[src/rtl/nibbler_sequencer.sv]
// Fetch/execute control unit for the Nibbler core: sequences the Fetch register
// and decodes the latched opcode into single-cycle datapath strobes.
module nibbler_sequencer #(
  parameter int unsigned ROM_WAIT = 0,
  parameter int unsigned OP_W     = 4
) (
  input  logic            clk,
  input  logic            reset,
  input  logic            run,
  input  logic [OP_W-1:0] instr,
  input  logic            carry,
  input  logic            zero,
  output logic            fetch_en,
  output logic            pc_inc,
  output logic            pc_load,
  output logic            acc_we,
  output logic            flags_we,
  output logic            ram_we,
  output logic            out_we,
  output logic            in_oe,
  output logic            imm_sel,
  output logic [2:0]      alu_op,
  output logic [1:0]      phase,
  output logic            instr_done
);

  typedef enum logic [1:0] {
    IDLE  = 2'b00,
    FETCH = 2'b01,
    EXEC  = 2'b10
  } state_t;

  localparam logic [2:0] WAIT_C  = 3'(ROM_WAIT);
  localparam logic [2:0] OP_ADD  = 3'b000;
  localparam logic [2:0] OP_SUB  = 3'b001;
  localparam logic [2:0] OP_PASS = 3'b010;
  localparam logic [2:0] OP_NAND = 3'b011;

  state_t     state_q, state_d;
  logic [2:0] cnt_q, cnt_d;

  always_ff @(posedge clk or negedge reset) begin
    if (!reset) begin
      state_q <= IDLE;
      cnt_q   <= '0;
    end else begin
      state_q <= state_d;
      cnt_q   <= cnt_d;
    end
  end

  // The state register doubles as the phase debug output.
  assign phase = state_q;

  // Strobes are decoded from the registered state so an asynchronous reset
  // removes them immediately. run gates only the FETCH wait; EXEC ignores it.
  always_comb begin
    state_d    = state_q;
    cnt_d      = cnt_q;
    fetch_en   = 1'b0;
    pc_inc     = 1'b0;
    pc_load    = 1'b0;
    acc_we     = 1'b0;
    flags_we   = 1'b0;
    ram_we     = 1'b0;
    out_we     = 1'b0;
    in_oe      = 1'b0;
    imm_sel    = 1'b0;
    alu_op     = OP_ADD;
    instr_done = 1'b0;
    case (state_q)
      IDLE: state_d = FETCH;
      FETCH: begin
        if (run) begin
          if (cnt_q == WAIT_C) begin
            fetch_en = 1'b1;
            cnt_d    = '0;
            state_d  = EXEC;
          end else begin
            cnt_d = cnt_q + 3'd1;
          end
        end
      end
      EXEC: begin
        state_d    = FETCH;
        instr_done = 1'b1;
        pc_inc     = 1'b1;
        case (instr)
          4'h0: begin pc_load = carry;  pc_inc = ~carry; end
          4'h1: begin pc_load = ~carry; pc_inc = carry;  end
          4'h2: begin alu_op = OP_SUB;  imm_sel = 1'b1; flags_we = 1'b1; end
          4'h3: begin alu_op = OP_SUB;  flags_we = 1'b1; end
          4'h4: begin alu_op = OP_PASS; imm_sel = 1'b1; acc_we = 1'b1; end
          4'h5: begin alu_op = OP_PASS; in_oe = 1'b1;   acc_we = 1'b1; end
          4'h6: begin alu_op = OP_PASS; acc_we = 1'b1; end
          4'h7: ram_we = 1'b1;
          4'h8: begin alu_op = OP_ADD;  imm_sel = 1'b1; acc_we = 1'b1; flags_we = 1'b1; end
          4'h9: begin alu_op = OP_ADD;  acc_we = 1'b1;  flags_we = 1'b1; end
          4'hA: begin pc_load = 1'b1;   pc_inc = 1'b0; end
          4'hB: out_we = 1'b1;
          4'hC: begin alu_op = OP_NAND; imm_sel = 1'b1; acc_we = 1'b1; flags_we = 1'b1; end
          4'hD: begin alu_op = OP_NAND; acc_we = 1'b1;  flags_we = 1'b1; end
          4'hE: begin pc_load = zero;   pc_inc = ~zero; end
          default: begin pc_load = ~zero; pc_inc = zero; end
        endcase
      end
      default: state_d = IDLE;
    endcase
  end

endmodule

[config.mk]
export PLATFORM = sky130hd
export DESIGN_NAME = nibbler_sequencer
export DESIGN_NICKNAME = d
export VERILOG_FILES = /design/src/rtl/nibbler_sequencer.sv
export SDC_FILE = /design/constraint.sdc
export NUM_CORES = 1
export LEC_CHECK = 0
export BUFFER_PORTS_ARGS = -buffer_cell sky130_fd_sc_hd__buf_4
export CAP_MARGIN = 10
export CORE_AREA = 8 8 45 47
export CTS_CLUSTER_DIAMETER = 200
export DETAILED_ROUTE_END_ITERATION = 16
export DIE_AREA = 0 0 53 55
export GPL_TIMING_DRIVEN = 0
export PLACE_DENSITY = 0.72
export SYNTH_ARGS = -nofsm -noshare
export SYNTH_HDL_FRONTEND = slang
export SYNTH_SLANG_ARGS = --single-unit
[constraint.sdc]
create_clock -name clk -period 1.1 [get_ports clk]
set_clock_uncertainty 0.1 [all_clocks]
set_input_delay 0.055 -clock clk [delete_from_list [all_inputs] [get_ports clk]]
set_output_delay 0.055 -clock clk [all_outputs]
set_load 0.005 [all_outputs]
==> results of run 1 <==
power by group through the flow:
stage               sequential (mW)  combinational, mW  clock (mW)
floorplan                     0.209             0.0919           0
global placement              0.209              0.176           0
detailed placement            0.210              0.177           0
CTS                           0.205              0.225       0.216
global route                  0.206              0.258       0.221
finish                        0.205              0.237       0.203
per-layer routing:
layer,up-vias,track usage,share of wire
met5,-,0,0
met4,0,0.0517,0
met1,227,0.0767,0.36
li1,250,-,-
met3,0,0.0241,0.11
met2,19,0.170,0.52
final cells by class:
type,instances,area (µm²),area share
inverters,6,25.0,0.0298
well taps,16,20.0,0.0238
plain buffers,3,22.5,0.0268
flip-flops and latches,5,125,0.149
clock buffers,4,26.3,0.0313
multi-input cells,41,389,0.463
repair buffers,27,231,0.276
through the flow:
| stage | area [µm²] | hold slack (ns) | cells |
|---|---|---|---|
| floorplan | 484 | -0.341 | 56 |
| global placement | 654 | -0.244 | 92 |
| detailed placement | 654 | -0.243 | 92 |
| CTS | 795 | 0.0408 | 102 |
| global route | 840 | 0.0600 | 102 |
| finish | 840 | 0.0596 | 102 |
state kept, by name (all words and copies together), names as in the netlist:
name and count:
cnt_q 3, phase 2
repair_timing:
action,CTS,global route
hold buffers,1,0
setup buffers,5,2
pin swaps,6,4
endpoints found under the setup margin,17,17
gates resized for setup,18,10
endpoints found under the hold margin,5,0
critical path, cell delays in order, from the launching register on:
cell and delay (ns):
dfrtp_1 0.42, nand3b_4 0.21, nor3_2 0.19, buf_4 0.13
worst max path at each step:
stage | cells past startpoint | slack, ns | to | start
4_1_cts | 6 | -0.28 | acc_we | phase[0]
6_report | 3 | -0.25 | fetch_en | phase[1]
5_1_grt | 5 | -0.30 | acc_we | phase[0]
2_1_floorplan | 3 | -0.11 | cnt_q[2] | phase[1]
3_3_place_gp | 4 | -0.15 | out_we | phase[0]
3_5_place_dp | 3 | -0.15 | cnt_q[2] | phase[1]
cells in the final DEF, fill, tap and decap left out, types with 2 or more instances in the layout:
master	instances
nor3_2	2
inv_2	3
nor4_4	2
nor2_1	2
o21ai_0	2
a21oi_1	3
dfrtp_1	5
clkbuf_4	3
nand2_1	6
buf_4	22
buf_6	7
inv_1	2
ha_4	2
nor2_4	2
cell families (layout without fill, tap and decap cells):
kind of cell	count (synthesis)	count (layout)
compound gates	9	9
xor+xnor	2	2
fa+ha+maj	2	2
buf+inv	10	40
flops	5	5
mux	2	2
other cells	1	1
simple gates	25	25
==> results.md, run 1 <==
- Run status: finished, violations left
- Largest voltage drop on the vdd net: 661 µV
- Sequential power share: 0.317
- Crit start category: register
- Sw power: 187 µW
- Min-Delay Path Class: in2async
- Average wire length per cell after detail routing: 13.2 µm
- Clock network fraction of design power: 0.314
- Synthesis Warnings: 0
- First-pass iteration count of the detailed router: 4
- Synth cell count leaders: 6 x inv_1, 6 x nand2_1, 5 x dfrtp_1
- Peak clock frequency supported by timing: 743 MHz
- R2r setup slk: -0.18 ns
- Die Span X: 53 µm
- Core area: 1380 µm²
- Area contributors post-synth: dfrtp_1 27%, buf_4 6.6%, ha_1 5.5%
- # clock sinks: 5
- Share of synthesized area occupied by flip-flops and latches: 0.274
- Cell variety after synth: 25
- Launch point of the worst reg-to-reg path: cnt_q[0]
- Static leakage: 0.402 nW
- RD Place Congestion: 0.800
- Crit path time final: 1.35 ns
- Total global routing track utilization: 0.0866
- Final setup vio count: 17
- Worst setup EP type: primary output
- Layout cell share with drive strength beyond 1: 0.616
- Max FO, Critical Path: 4
- Number of global-route vias before repair: 508
- Gate count after technology mapping: 56
- Drc violations: 0
- Flip-flop and latch count after synthesis: 5
- Number of cell instances on the worst register-to-register path: 5
- Power Density: 768 nW/µm²
- TritonCTS clock tree: built
- Initial Utilization: 0.330
- Final nets: 98
- Total Routed Length: 1350 µm
- Crit Path Category: reg2out
- PortBufs: 20
- Synthesized area per cell: 8.16 µm²
- Number of clock buffers inserted by TritonCTS: 3
- Area of the mapped netlist: 457 µm²
- Post-Place Setup Slack: -0.155 ns
- Mux share of post-synthesis cell area: 0.0493
- Hold violation count in the final report: 0
- Via count: 496
- Synthesized-area fraction occupied by adder cells: 0.0548
- Filler cell count: 123
- Arrival time at the worst endpoint: 1.19 ns
- Synthesized-area fraction occupied by ao, oa, aoi and oai cells: 0.118
- Asr flop ratio synth: 1.00
- Post-synthesis xor/xnor area fraction: 0.0384
- Final Util: 0.607
- Root buf cell: clkbuf_4
- Accumulated negative setup slack: -2.66 ns
- DR vias/cell: 4.86
- Internal Dissipation: 458 µW
- Maximum number of pins on one net before global-route repair: 10
- # diodes: 0
- First-pass GRT wire length: 1950 µm
- Crit share post-route: 1.22
- Clock H-tree levels: 1
- Net Sw Frac: 0.290
- R2R Path End: cnt_q[2]
- Synth top area share: 0.274
- Growth of design area from synthesis to finish: 83.8%
- Initial antenna violation count: 0
- Final Max Tran Viols: 0
- Die height: 55 µm
- Setup WS post-layout: -0.246 ns
- Residual overflow from global routing: 0
- Final total power: 645 µW
- Number of enable-type register cells in the synthesized netlist: 0
- Antenna-violating nets left: 0
- Dominant combinational cell family by area after synthesis: simple AND/OR/NAND/NOR gates
- Simple-gate area share of the yosys netlist: 0.342
- DP HPWL: 989 µm
- CP Data Required Time: 0.94 ns
- Clock Pin Slew Worst Setup and Hold Paths: 0.04 ns
- Number of buffers on the longest clock path: 2
- RSZ-0062 raised after global routing: true
- Largest area contributor in the netlist: dfrtp_1
- Die outline area: 2920 µm²
- Clk_lat worst skew: 0.24 ns
- Maximum Capacitance Violations: 0
- Top FF cell, synth: dfrtp_1
- First DRT Iteration DRCs: 2
- Violations in the final reports: negative setup slack
- Portion of total power attributed to combinational logic: 0.368
- I/O pin count: 24
- Std-Cell Rows: 14
- Post-synth net total: 67
Power figures use the tool's default switching activity.
==> run 2: changes to the inputs <==
- CTS_BUF_LIST: default -> sky130_fd_sc_hd__clkbuf_8
- SKIP_CTS_REPAIR_TIMING: default -> 1
==> results.md, run 2 (synthesized netlist as in run 1, its figures left out) <==
- Residual overflow from global routing: 0
- Commonest non-fill, non-tap cell in the layout: buf_4
- Antenna-violating nets left: 0
- Clock H-tree levels: 1
- # diodes: 0
- Drc violations: 0
- DP HPWL: 989 µm
- Die height: 55 µm
- Worst setup EP type: primary output
- Top sig layer: met4
- Std-Cell Rows: 14
- Crit Path Category: reg2out
- Initial Utilization: 0.330
- Clk_lat worst skew: 0.22 ns
- Initial antenna violation count: 0
- Maximum number of pins on one net before global-route repair: 10
- Filler cell count: 124
- Core area: 1380 µm²
- Accumulated negative setup slack: -3.12 ns
- First-pass GRT wire length: 1810 µm
- Maximum Capacitance Violations: 0
- Final nets: 98
- Via count: 499
- Power Density: 915 nW/µm²
- I/O pin count: 24
- Violations in the final reports: negative setup slack
- Growth of design area from synthesis to finish: 82.2%
- Sw power: 203 µW
- Number of buffers on the longest clock path: 2
- Net Sw Frac: 0.267
- Number of flip-flops in the largest register: 3
- Max FO, Critical Path: 8
- Crit path time final: 1.37 ns
- Register containing the most flip-flops in the final layout: cnt_q
- Portion of total power attributed to combinational logic: 0.310
- Amount of wire on met3 after detailed routing: 158 µm
- Crit start category: register
- Most frequent cells in the layout: 26 x buf_4, 5 x dfrtp_1, 4 x nand2_1, 4 x inv_1
- Layout cell share with drive strength beyond 1: 0.616
- Die Span X: 53 µm
- Number of clock buffers inserted by TritonCTS: 3
- TritonCTS clock tree: built
- Clock network fraction of design power: 0.421
- Setup WS post-layout: -0.267 ns
- # clock sinks: 5
- Final total power: 761 µW
- Average wire length per cell after detail routing: 13.7 µm
- Crit share post-route: 1.24
- First-pass iteration count of the detailed router: 3
- Clock Pin Slew Worst Setup and Hold Paths: 0.03 ns
- Total global routing track utilization: 0.0800
- Total Routed Length: 1400 µm
- Met1 Routed Length: 516 µm
- Sequential power share: 0.269
- Root buf cell: clkbuf_8
- Number of global-route vias before repair: 481
- Routed length on met2: 706 µm
- Static leakage: 0.399 nW
- CP Data Required Time: 0.94 ns
- Largest voltage drop on the vdd net: 783 µV
- Peak clock frequency supported by timing: 732 MHz
- Post-Place Setup Slack: -0.155 ns
- Final Max Tran Viols: 0
- Run status: finished, violations left
- DR vias/cell: 4.89
- Register area: 125 µm²
- RD Place Congestion: 0.800
- Hold violation count in the final report: 0
- Area of the multi-input gates: 372 µm²
- Internal Dissipation: 558 µW
- Die outline area: 2920 µm²
- PortBufs: 20
- Final setup vio count: 16
- Min-Delay Path Class: in2async
- Arrival time at the worst endpoint: 1.21 ns
- RSZ-0062 raised after global routing: true
- First DRT Iteration DRCs: 3
## run 2: power groups by stage
stage / clock network [mW] / registers [mW] / logic [mW]
after floorplan: 0 / 0.209 / 0.0919
after global placement: 0 / 0.209 / 0.176
after detailed placement: 0 / 0.210 / 0.177
after CTS: 0.332 / 0.208 / 0.177
after global routing: 0.341 / 0.206 / 0.254
final: 0.320 / 0.205 / 0.236
## run 2: area by class of cell
class                           count  area share
Multi-Input combinational cell     41       0.447
Tap cell                           16      0.0241
Timing Repair Buffer               26       0.247
Clock inverter                      1     0.00451
Inverter                            6      0.0331
Clock buffer                        3      0.0496
Buffer                              4      0.0451
Sequential cell                     5       0.150
## run 2: stage by stage
step | util | cells | hold slack, ns | area (µm²)
4_1_cts | 0.505 | 96 | -0.475 | 699
3_5_place_dp | 0.473 | 92 | -0.243 | 654
3_3_place_gp | 0.473 | 92 | -0.244 | 654
2_1_floorplan | - | 56 | -0.341 | 484
5_1_grt | 0.601 | 102 | 0.0851 | 832
6_report | 0.601 | 102 | 0.0773 | 832
## run 2: worst max-delay path, cell delays in order (launching register included)
cell	delay (ns)
dfrtp_1	0.37
nand2b_4	0.14
buf_8	0.14
nor3_2	0.19
buf_4	0.15
## run 2: path summary, 6_finish.rpt
check / start / endpoint / slack (ns) / depth (start not counted)
min in group clk: run / phase[1] / 0.08 / 3
max in group asynchronous: reset / phase[0] / 0.71 / 2
worst max-delay path: phase[0] / imm_sel / -0.27 / 4
worst min-delay path: reset / cnt_q[1] / 0.08 / 2
worst max register to register: cnt_q[1] / phase[0] / -0.23 / 5
worst min register to register: cnt_q[2] / phase[1] / 0.46 / 1
## run 2: routing by layer
metal | GRT usage | vias up
li1 | - | 249
met1 | 0.0752 | 227
met2 | 0.148 | 21
met3 | 0.0241 | 2
met4 | 0.0517 | 0
met5 | 0 | -
